**src/rtl/hwpf_stride_dispatcher_if.sv**
```systemverilog
// Queue-pop and engine-register-write bundle for hwpf_stride_dispatcher.
// Layouts: entry_i = {base[63:0], param[63:0], throttle[31:0]}; status_i[0] = free, status_i[7:4] = free_index.
`ifndef NUM_HW_PREFETCH
`define NUM_HW_PREFETCH 4
`endif

interface hwpf_stride_dispatcher_if #(
  parameter int NUM_ENGINES = `NUM_HW_PREFETCH
);
  localparam int ENG_W = (NUM_ENGINES > 1) ? $clog2(NUM_ENGINES) : 1;

  logic             entry_valid_i;
  logic             entry_ready_o;
  logic [159:0]     entry_i;
  logic [63:0]      status_i;
  logic             cfg_req_valid_o;
  logic             cfg_req_ready_i;
  logic [ENG_W-1:0] cfg_req_engine_o;
  logic [1:0]       cfg_req_reg_o;
  logic [63:0]      cfg_req_wdata_o;

  modport master (
    input  entry_valid_i, entry_i, status_i, cfg_req_ready_i,
    output entry_ready_o, cfg_req_valid_o, cfg_req_engine_o, cfg_req_reg_o, cfg_req_wdata_o
  );

  modport slave (
    output entry_valid_i, entry_i, status_i, cfg_req_ready_i,
    input  entry_ready_o, cfg_req_valid_o, cfg_req_engine_o, cfg_req_reg_o, cfg_req_wdata_o
  );
endinterface

```
**src/rtl/hwpf_stride_dispatcher.sv**
```systemverilog
// Pops prefetch entries and programs a free stride engine: throttle, param, then base (arming it last).
// Optional feature macro: HWPF_DISPATCH_TIMEOUT_EN drops entries that wait TIMEOUT_CYCLES for a free engine.
`ifndef NUM_HW_PREFETCH
`define NUM_HW_PREFETCH 4
`endif

module hwpf_stride_dispatcher #(
  parameter int NUM_ENGINES    = `NUM_HW_PREFETCH,
  parameter int TIMEOUT_CYCLES = 256,
  parameter int CNT_WIDTH      = 16
) (
  input  logic                 clk_i,
  input  logic                 rst_ni,
  hwpf_stride_dispatcher_if.master bus,
  output logic                 busy_o,
  output logic [CNT_WIDTH-1:0] dispatch_count_o,
  output logic [CNT_WIDTH-1:0] drop_count_o
);
  localparam int ENG_W = (NUM_ENGINES > 1) ? $clog2(NUM_ENGINES) : 1;

  localparam logic [2:0] ST_IDLE        = 3'd0;
  localparam logic [2:0] ST_WAIT_FREE   = 3'd1;
  localparam logic [2:0] ST_WR_THROTTLE = 3'd2;
  localparam logic [2:0] ST_WR_PARAM    = 3'd3;
  localparam logic [2:0] ST_WR_BASE     = 3'd4;
  localparam logic [2:0] ST_COOLDOWN    = 3'd5;

  localparam logic [1:0] REG_BASE     = 2'd0;
  localparam logic [1:0] REG_PARAM    = 2'd1;
  localparam logic [1:0] REG_THROTTLE = 2'd2;

  function automatic logic [CNT_WIDTH-1:0] sat_inc(input logic [CNT_WIDTH-1:0] v);
    return (&v) ? v : v + CNT_WIDTH'(1);
  endfunction

  logic [2:0]           state_r, state_nxt_s;
  logic [159:0]         entry_r;
  logic [ENG_W-1:0]     engine_r, engine_nxt_s;
  logic                 entry_ready_r, busy_r, cfg_valid_r;
  logic [ENG_W-1:0]     cfg_engine_r;
  logic [1:0]           cfg_reg_r, cfg_reg_nxt_s;
  logic [63:0]          cfg_wdata_r, cfg_wdata_nxt_s;
  logic [CNT_WIDTH-1:0] dispatch_cnt_r, drop_cnt_r;
  logic                 accept_s, hs_s, free_ok_s, drop_s, dispatch_s, wr_nxt_s, timeout_s;
  logic [3:0]           free_index_s;
  logic                 unused_status_s;

  assign free_index_s    = bus.status_i[7:4];
  assign free_ok_s       = bus.status_i[0] && (int'({28'd0, free_index_s}) < NUM_ENGINES);
  assign accept_s        = bus.entry_valid_i && entry_ready_r;
  assign hs_s            = cfg_valid_r && bus.cfg_req_ready_i;
  assign unused_status_s = ^{bus.status_i[63:8], bus.status_i[3:1]};

`ifdef HWPF_DISPATCH_TIMEOUT_EN
  localparam int TMO_W = $clog2(TIMEOUT_CYCLES + 1);
  logic [TMO_W-1:0] wait_cnt_r;

  assign timeout_s = (wait_cnt_r == TMO_W'(TIMEOUT_CYCLES - 1));

  // Cycles spent in WAIT_FREE; zero whenever the FSM is elsewhere so it starts fresh on entry
  always_ff @(posedge clk_i or negedge rst_ni) begin
    if (!rst_ni) begin
      wait_cnt_r <= {TMO_W{1'b0}};
    end else if (state_r != ST_WAIT_FREE) begin
      wait_cnt_r <= {TMO_W{1'b0}};
    end else begin
      wait_cnt_r <= wait_cnt_r + TMO_W'(1);
    end
  end
`else
  localparam int unused_timeout_cycles = TIMEOUT_CYCLES;
  assign timeout_s = 1'b0;
`endif

  // Next-state logic; cfg_req_ready_i only matters through hs_s, which is gated by WR_* state
  always_comb begin
    state_nxt_s  = state_r;
    engine_nxt_s = engine_r;
    drop_s       = 1'b0;
    dispatch_s   = 1'b0;
    case (state_r)
      ST_IDLE: begin
        if (accept_s && bus.entry_i[96]) begin
          state_nxt_s = ST_WAIT_FREE;
        end else if (accept_s) begin
          drop_s = 1'b1;
        end else begin
          state_nxt_s = ST_IDLE;
        end
      end
      ST_WAIT_FREE: begin
        if (free_ok_s) begin
          state_nxt_s  = ST_WR_THROTTLE;
          engine_nxt_s = free_index_s[ENG_W-1:0];
        end else if (timeout_s) begin
          state_nxt_s = ST_IDLE;
          drop_s      = 1'b1;
        end else begin
          state_nxt_s = ST_WAIT_FREE;
        end
      end
      ST_WR_THROTTLE: begin
        if (hs_s) state_nxt_s = ST_WR_PARAM;
        else      state_nxt_s = ST_WR_THROTTLE;
      end
      ST_WR_PARAM: begin
        if (hs_s) state_nxt_s = ST_WR_BASE;
        else      state_nxt_s = ST_WR_PARAM;
      end
      ST_WR_BASE: begin
        if (hs_s) begin
          state_nxt_s = ST_COOLDOWN;
          dispatch_s  = 1'b1;
        end else begin
          state_nxt_s = ST_WR_BASE;
        end
      end
      ST_COOLDOWN: state_nxt_s = ST_IDLE;
      default:     state_nxt_s = ST_IDLE;
    endcase
  end

  // Payload decoded from the next state so the registered outputs line up with the state they describe
  always_comb begin
    wr_nxt_s        = 1'b1;
    cfg_reg_nxt_s   = 2'd0;
    cfg_wdata_nxt_s = 64'd0;
    case (state_nxt_s)
      ST_WR_THROTTLE: begin
        cfg_reg_nxt_s   = REG_THROTTLE;
        cfg_wdata_nxt_s = {32'd0, entry_r[31:0]};
      end
      ST_WR_PARAM: begin
        cfg_reg_nxt_s   = REG_PARAM;
        cfg_wdata_nxt_s = entry_r[95:32];
      end
      ST_WR_BASE: begin
        cfg_reg_nxt_s   = REG_BASE;
        cfg_wdata_nxt_s = entry_r[159:96] | 64'd1;
      end
      default: wr_nxt_s = 1'b0;
    endcase
  end

  // State, held entry and target engine
  always_ff @(posedge clk_i or negedge rst_ni) begin
    if (!rst_ni) begin
      state_r  <= ST_IDLE;
      entry_r  <= 160'd0;
      engine_r <= {ENG_W{1'b0}};
    end else begin
      state_r  <= state_nxt_s;
      engine_r <= engine_nxt_s;
      if (accept_s) entry_r <= bus.entry_i;
      else          entry_r <= entry_r;
    end
  end

  // Registered outputs and saturating statistics
  always_ff @(posedge clk_i or negedge rst_ni) begin
    if (!rst_ni) begin
      entry_ready_r  <= 1'b0;
      busy_r         <= 1'b0;
      cfg_valid_r    <= 1'b0;
      cfg_engine_r   <= {ENG_W{1'b0}};
      cfg_reg_r      <= 2'd0;
      cfg_wdata_r    <= 64'd0;
      dispatch_cnt_r <= {CNT_WIDTH{1'b0}};
      drop_cnt_r     <= {CNT_WIDTH{1'b0}};
    end else begin
      entry_ready_r  <= (state_nxt_s == ST_IDLE);
      busy_r         <= (state_nxt_s != ST_IDLE);
      cfg_valid_r    <= wr_nxt_s;
      cfg_engine_r   <= wr_nxt_s ? engine_nxt_s : {ENG_W{1'b0}};
      cfg_reg_r      <= cfg_reg_nxt_s;
      cfg_wdata_r    <= cfg_wdata_nxt_s;
      dispatch_cnt_r <= dispatch_s ? sat_inc(dispatch_cnt_r) : dispatch_cnt_r;
      drop_cnt_r     <= drop_s ? sat_inc(drop_cnt_r) : drop_cnt_r;
    end
  end

  assign bus.entry_ready_o    = entry_ready_r;
  assign bus.cfg_req_valid_o  = cfg_valid_r;
  assign bus.cfg_req_engine_o = cfg_engine_r;
  assign bus.cfg_req_reg_o    = cfg_reg_r;
  assign bus.cfg_req_wdata_o  = cfg_wdata_r;
  assign busy_o               = busy_r;
  assign dispatch_count_o     = dispatch_cnt_r;
  assign drop_count_o         = drop_cnt_r;
endmodule
```
**src/flat_wrapper.sv**
```systemverilog
// flat-port wrapper written by rule: the top's interface ports become plain ports
module hwpf_stride_dispatcher_flat 
#(
  parameter int NUM_ENGINES    = `NUM_HW_PREFETCH,
  parameter int TIMEOUT_CYCLES = 256,
  parameter int CNT_WIDTH      = 16
)
  (clk_i, rst_ni, busy_o, dispatch_count_o, drop_count_o, bus_entry_valid_i, bus_entry_i, bus_status_i, bus_cfg_req_ready_i, bus_entry_ready_o, bus_cfg_req_valid_o, bus_cfg_req_engine_o, bus_cfg_req_reg_o, bus_cfg_req_wdata_o);
  hwpf_stride_dispatcher_if #(.NUM_ENGINES(NUM_ENGINES)) bus_i ();
  input  logic clk_i;
  input  logic rst_ni;
  output logic busy_o;
  output logic [CNT_WIDTH-1:0] dispatch_count_o;
  output logic [CNT_WIDTH-1:0] drop_count_o;
  input wire logic [$bits(bus_i.entry_valid_i)-1:0] bus_entry_valid_i;
  input wire logic [$bits(bus_i.entry_i)-1:0] bus_entry_i;
  input wire logic [$bits(bus_i.status_i)-1:0] bus_status_i;
  input wire logic [$bits(bus_i.cfg_req_ready_i)-1:0] bus_cfg_req_ready_i;
  output wire logic [$bits(bus_i.entry_ready_o)-1:0] bus_entry_ready_o;
  output wire logic [$bits(bus_i.cfg_req_valid_o)-1:0] bus_cfg_req_valid_o;
  output wire logic [$bits(bus_i.cfg_req_engine_o)-1:0] bus_cfg_req_engine_o;
  output wire logic [$bits(bus_i.cfg_req_reg_o)-1:0] bus_cfg_req_reg_o;
  output wire logic [$bits(bus_i.cfg_req_wdata_o)-1:0] bus_cfg_req_wdata_o;
  assign bus_i.entry_valid_i = bus_entry_valid_i;
  assign bus_i.entry_i = bus_entry_i;
  assign bus_i.status_i = bus_status_i;
  assign bus_i.cfg_req_ready_i = bus_cfg_req_ready_i;
  assign bus_entry_ready_o = bus_i.entry_ready_o;
  assign bus_cfg_req_valid_o = bus_i.cfg_req_valid_o;
  assign bus_cfg_req_engine_o = bus_i.cfg_req_engine_o;
  assign bus_cfg_req_reg_o = bus_i.cfg_req_reg_o;
  assign bus_cfg_req_wdata_o = bus_i.cfg_req_wdata_o;
  hwpf_stride_dispatcher #(.NUM_ENGINES(NUM_ENGINES), .TIMEOUT_CYCLES(TIMEOUT_CYCLES), .CNT_WIDTH(CNT_WIDTH)) u_core (.clk_i(clk_i), .rst_ni(rst_ni), .bus(bus_i), .busy_o(busy_o), .dispatch_count_o(dispatch_count_o), .drop_count_o(drop_count_o));
endmodule
```
**config.mk**
```make
export PLATFORM = sky130hd
export DESIGN_NAME = hwpf_stride_dispatcher_flat
export DESIGN_NICKNAME = d
export VERILOG_FILES = /design/src/rtl/hwpf_stride_dispatcher_if.sv /design/src/rtl/hwpf_stride_dispatcher.sv /design/src/flat_wrapper.sv
export SDC_FILE = /design/constraint.sdc
export NUM_CORES = 1
export LEC_CHECK = 0
export ABC_AREA = 1
export ABC_CLOCK_PERIOD_IN_PS = 1700
export CORE_MARGIN = 4
export CORE_UTILIZATION = 43
export DETAILED_ROUTE_END_ITERATION = 6
export GPL_TIMING_DRIVEN = 0
export HOLD_SLACK_MARGIN = 0.12
export PLACE_DENSITY = 0.77
export SYNTH_ARGS = -nofsm -noshare
export SYNTH_HDL_FRONTEND = slang
export SYNTH_SLANG_ARGS = --single-unit
export TNS_END_PERCENT = 1
```
**constraint.sdc**
```tcl
create_clock -name clk_i -period 1.7 [get_ports clk_i]
set_clock_uncertainty 0.05 [all_clocks]
set_input_delay 0.51 -clock clk_i [delete_from_list [all_inputs] [get_ports clk_i]]
set_output_delay 0.51 -clock clk_i [all_outputs]
set_load 0.05 [all_outputs]
```
==> results.sh <==
export IMPL_hp_class="in2async"
export IMPL_antenna_found_initial=2
export IMPL_core_area_sq_mm=0.0254
export IMPL_numCtsBuffers=28
export IMPL_crit_start="u_core.bus.cfg_req_valid_o"
export IMPL_max_vdd_ir_drop_mv=1.19
export IMPL_rsz0062_at_grt="yes"
export IMPL_critPathLaunchType="register"
export IMPL_initial_core_util_pct=44.0
export IMPL_final_cell_mix="dfrtp_1 (242), clkdlybuf4s50_1 (166), nand2_1 (128), mux2_2 (127), nand3_1 (102)"
export IMPL_stdcell_area_sq_mm=0.0161
export IMPL_maxCapViolCount=0
export IMPL_nets=1557
export IMPL_dieArea_sq_mm=0.0286
export IMPL_yosysSeqAreaShare_pct=59.8
export IMPL_grt_max_degree=113
export IMPL_multiInputGateArea_sq_mm=0.00414
export IMPL_syn2layout_area_growth_pct=44.0
export IMPL_cts_buffer_depth=3
export IMPL_nFillCells=2027
export IMPL_clk_latency_ps=540
export IMPL_cp_max_fo=10
export IMPL_power_density_mw_per_mm2=1820
export IMPL_num_rows=58
export IMPL_place_congestion=0.889
export IMPL_crit_arrival_ps=2160
export IMPL_drtIter0Drc=638
export IMPL_r2r_start="u_core.bus.cfg_req_valid_o"
export IMPL_hpwl_um=21900
export IMPL_h_tree_depth=1
export IMPL_wl_per_cell_um=19.4
export IMPL_failed_checks="negative hold slack, negative setup slack"
export IMPL_cp_required_ps=2050
export IMPL_slew_viol_final=0
export IMPL_postRouteAntennaNets=0
export IMPL_synth_area_leaders="dfrtp_1 (60%), mux2_2 (13%), nand3_1 (5.0%)"
export IMPL_die_height_um=169
export IMPL_relSlewSlack_pct=61.4
export IMPL_final_common_cell="dfrtp_1"
export IMPL_drc=0
export IMPL_fin_crit_sh_pct=107
export IMPL_register_area_sq_mm=0.00671
export IMPL_status="finished, violations left"
export IMPL_drive_gt1_share_pct=33.8
export IMPL_ys_warn_count=0
export IMPL_path_clk_slew_ps=60
export IMPL_synth_avg_cell_area_sq_um=11.2
export IMPL_dr_pass1_iters=5
export IMPL_via_count=8702
export IMPL_hold_worst_slack_ps=-174
export IMPL_chipWidth_um=169
export IMPL_syn_instance_count=998
export IMPL_grt_pass1_vias=8978
export IMPL_track_usage_pct=21.9
export IMPL_totalWireLength_um=32600
export IMPL_placed_area_sq_mm=0.0144
export IMPL_io_pins=331
export IMPL_final_min_clock_period_ps=1820
export IMPL_syn_nets=1228
export IMPL_fin_ws_ps=-115
export IMPL_netlist_area_sq_mm=0.0112
export IMPL_finalSetupViolCount=71
export IMPL_place_ws_ps=-976
export IMPL_synth_top_area_cell="dfrtp_1"
export IMPL_crit_type="reg2reg"
export IMPL_drt_vias_per_instance=5.18
export IMPL_yosys_area_top_type_share_pct=59.8
export IMPL_grt_pass1_wl_um=49800
export IMPL_ys_types=29
export IMPL_finalSetupTns_ps=-2160
export IMPL_port_buffers=271
export IMPL_leakagePower_uw=0.00734
export IMPL_clock_fmax_mhz=551
export IMPL_ys_ff_latch=267
export IMPL_reg2regPathDepth=9
export IMPL_cp_end_kind="register"
export IMPL_cts_sinks=267
export IMPL_tritoncts="built"
export IMPL_grt_overflow=0
export IMPL_root_buffer="clkbuf_16"
export IMPL_worstMarginPinSlew_ps=578
export IMPL_hold_viol_final=54
==> flip-flops by register name, summed over array words and instances, names as in the netlist <==
signal and flops:
u_core.entry_r 159, u_core.bus.cfg_req_wdata_o 64, u_core.dispatch_count_o 16, u_core.drop_count_o 16, u_core.state_r 3, u_core.bus.cfg_req_engine_o 2, u_core.bus.cfg_req_reg_o 2, u_core.engine_r 2
u_core.bus.cfg_req_valid_o 1, u_core.bus.entry_ready_o 1, u_core.busy_o 1
==> logic make-up after synthesis <==
logic type	synth area share, %
mux	12.8
flops	59.8
xor+xnor	1.88
fa+ha+maj	0.224
buf+inv	5.46
simple gates	15.9
compound gates	3.93
==> worst paths after layout <==
path / end / slack, ps
worst min register to register: u_core.bus.cfg_req_wdata_o[40] / 430
worst min-delay path: u_core.dispatch_count_o[4] / -170
max in group asynchronous: u_core.entry_r[38] / 420
worst max-delay path: u_core.bus.cfg_req_wdata_o[7] / -120
worst max register to register: u_core.bus.cfg_req_wdata_o[7] / -120
min in group clk_i: u_core.bus.cfg_req_wdata_o[40] / 430
==> Yosys cell counts <==
cell,number
nor2_1,59
buf_2,23
buf_4,8
buf_1,1
nor2_4,5
clkbuf_1,6
nand3b_1,1
mux2_2,127
nor2_2,3
inv_8,1
dfrtp_1,267
xnor2_1,9
nand4_1,37
nand3_1,112
o21ai_2,5
nand3_2,2
nor3_1,15
inv_2,2
nand2_1,143
o21ai_0,18
nand3_4,1
buf_6,17
inv_1,53
nand2_2,3
or2_2,2
o21ai_1,27
a21oi_1,34
ha_1,2
xor2_1,15
==> layer usage <==
metal	vias up	part of all wire, %	track usage, %
li1	4032	-	-
met1	4292	40	28.9
met2	319	50	36.7
met3	59	7.4	4.71
met4	0	3.0	6.58
met5	-	0	0
==> worst max-delay path: stages, from the launching register on <==
cell and delay, ps:
dfrtp_1 420, nand2_4 120, nand4_1 150, nand2_2 80, nor2_4 190, buf_12 170, inv_8 60, buf_8 140
nand3_1 120, nand3_1 140
==> power breakdown <==
| part | internal, uW | total, uW | switching (uW) | leakage [uW] |
|---|---|---|---|---|
| Sequential | 9000 | 10400 | 1410 | 0.00324 |
| Combinational | 5220 | 12200 | 6930 | 0.00359 |
| Clock | 4210 | 6780 | 2570 | 0.000519 |
==> cell type report <==
type,instances,area share [%]
clock buffers,38,5.21
well taps,330,2.57
multi-input cells,620,25.7
inverters,56,1.40
clock inverters,14,1.34
flip-flops and latches,267,41.7
diodes,2,0.0311
repair buffers,299,18.7
plain buffers,55,3.34
==> stage by stage <==
stage          total power [uW]  hold WS [ps]  utilization, %  std cells
2_1_floorplan             17600           164               -        998
6_report                  29300          -174            63.4       1681
3_5_place_dp              21400           404            56.7       1601
3_3_place_gp              21100           414            56.5       1599
4_1_cts                   28900          -166            61.8       1666
5_1_grt                   30900          -155            63.4       1681
==> repair_timing <==
| action | CTS | global route |
|---|---|---|
| endpoints found under the setup margin | 351 | 199 |
| endpoints found under the hold margin | 54 | 54 |
| setup buffers | 10 | 12 |
| resized for setup | 669 | 161 |
| pin swaps | 7 | 13 |
| cloned | 3 | 1 |
Note: power is estimated with default switching activity, not from simulation.
==> RTL edit: new RTL, config.mk and constraints unchanged <==
`NUM_HW_PREFETCH`: 4 -> 8.
--- a/src/rtl/hwpf_stride_dispatcher_if.sv
+++ b/src/rtl/hwpf_stride_dispatcher_if.sv
@@ -3,3 +3,3 @@
 `ifndef NUM_HW_PREFETCH
-`define NUM_HW_PREFETCH 4
+`define NUM_HW_PREFETCH 8
 `endif
Interface: changed (resized bus_cfg_req_engine_o); port bits go from 331 to 332. No check against the original RTL was run, so the function may have changed too.
==> RTL edit against the original RTL <==
  * The flow finishes with violations (negative setup slack)
  * Area after synthesis fell by 0.73%
  * Utilization fell by 0.48 points
  * Total power decreased by 4.7%
  * Non-clock buffer count fell by 9
  * Global-route usage fell by 0.73 points
  * Worst setup slack better by 0.010 ns
  * Sequential cell count grew 2
  * Final area is 1.3% lower
  * Critical path depth fell by 7
  * Routed wire length is 5.2% lower
  * Critical path type is now reg -> out
  * Critical endpoint is now bus_entry_ready_o
==> RTL edit: results (changes against the original RTL) <==
* Run status: complete, but fails checks (unchanged)
* Failing checks: negative setup slack (was negative hold slack, negative setup slack)
* Half-perimeter wire length of the detailed placement result at 21600 um (was 21900 um)
* Initial antenna violation count at 1 (was 2)
* Maximum fanout encountered on the critical timing path at 2 (was 10)
* Length in cells of the worst reg-to-reg path at 9 (unchanged)
* R2r endpoint: u_core.bus.cfg_req_wdata_o[54] (was u_core.bus.cfg_req_wdata_o[7])
* Vias after detailed routing at 8627 (was 8702)
* Smallest setup slack after layout at -0.105 ns (was -0.115 ns)
* Worst reg2reg startpoint: u_core.state_r[0] (was u_core.bus.cfg_req_valid_o)
* List of most frequent post-synthesis cells: dfrtp_1 (269), nand2_1 (153), mux2_2 (127) (was dfrtp_1 (267), nand2_1 (143), mux2_2 (127))
* Arrival time at the worst endpoint at 1.25 ns (was 2.16 ns)
* Most flops, register: u_core.entry_r (unchanged)
* Number of global-route vias before repair at 8954 (was 8978)
* Global-route wire length before repair at 48200 um (was 49800 um)
* Register area share after synthesis at 60.7% (was 59.8%)
* Leakage Power at 0.00714 uW (was 0.00734 uW)
* Total global routing track utilization at 21.2% (was 21.9%)
* Weighted congestion reported at the end of routability-driven placement at 0.876 (was 0.889)
* Nets at 1556 (was 1557)
* Number of design-rule violations left by the first detailed-router iteration at 556 (was 638)
* VDD IR-drop max at 1.22 mV (was 1.19 mV)
* Final setup violation count at 95 (was 71)
* Sum Neg Setup Slack at -5.37 ns (was -2.16 ns)
* Share of final-layout standard cells stronger than drive strength 1 at 31.0% (was 33.8%)
* Count of unique library cells instantiated by Yosys at 27 (was 29)
* IO buf count at 272 (was 271)
* Setup slack of the most critical reg-to-reg path at -0.10 ns (was -0.12 ns)
* Cell types occupying the most area after synthesis: dfrtp_1 (61%), mux2_2 (13%), nand2_1 (5.2%) (was dfrtp_1 (60%), mux2_2 (13%), nand3_1 (5.0%))
* Routed wire length at 30900 um (was 32600 um)
* Max-slew headroom at the worst pin at 59.2% (was 61.4%)
-- RTL edit: per-layer routing --
metal / routed length, um / track usage [%]
met5: 13 / 0
met4: 570 / 4.69
met3: 2440 / 5.46
met2: 15400 / 36.7
met1: 12500 / 27.0
-- RTL edit: where the power goes --
group / switching (uW) / internal (uW)
clock network: 2430 / 3590
logic: 6710 / 4860
registers: 1320 / 9040
total: 10500 / 17500
-- RTL edit: how the worst max path moves through the flow --
| stage | startpoint | endpoint | slack, ns |
|---|---|---|---|
| final | u_core.bus.entry_ready_o | bus_entry_ready_o | -0.11 |
| after global routing | u_core.state_r[0] | u_core.bus.cfg_req_wdata_o[54] | -0.17 |
| after CTS | u_core.bus.cfg_req_wdata_o[29] | bus_cfg_req_wdata_o[29] | -0.12 |
| after detailed placement | bus_status_i[0] | u_core.bus.cfg_req_wdata_o[54] | -0.98 |
| after global placement | rst_ni | u_core.dispatch_count_o[3] | -12.39 |
| after floorplan | u_core.dispatch_count_o[1] | u_core.dispatch_count_o[11] | -0.11 |
-- RTL edit: critical path, stage by stage (launching register included) --
cell and delay [ns]:
dfrtp_1 0.40, buf_4 0.16, buf_6 0.15
-- RTL edit: cell families after synthesis --
group	share of synthesized area, %
flip-flops	60.7
XOR/XNOR	2.05
buffers and inverters	4.81
AND/OR/NAND/NOR	15.7
adder cells (fa/ha/maj)	0.226
AO/OA/AOI/OAI	3.64
multiplexers	12.9
-- RTL edit: layout make-up --
| type | instances | area [um^2] |
|---|---|---|
| fill | 2032 | 9380 |
| sequential | 269 | 6770 |
| multi-input combinational | 621 | 4040 |
| timing repair buffer | 291 | 3020 |
| clock buffer | 42 | 815 |
| buffer | 54 | 508 |
| tap | 330 | 413 |
| inverter | 61 | 231 |
| clock inverter | 7 | 88.8 |
-- RTL edit: per-stage QoR --
step                      power [uW]  util [%]  instances  hold slack, ns  setup WS [ns]
after CTS                      27300      61.4       1662           0.382         -0.117
final                          27900      62.9       1675           0.393         -0.105
after detailed placement       20900      57.0       1608           0.351         -0.984
after global routing           29500      62.9       1675           0.404         -0.169
after floorplan                17100         -       1004           0.164         -0.109
after global placement         20600      56.8       1606           0.408         -12.39
-- RTL edit: what timing repair did --
item | in CTS | in global routing
gates cloned | 0 | 4
resized for setup | 602 | 77
buffers inserted | 4 | 9
endpoints found under the hold margin | 33 | 0
hold buffers | 1 | 0
pin swaps | 6 | 6
endpoints found under the setup margin | 347 | 234
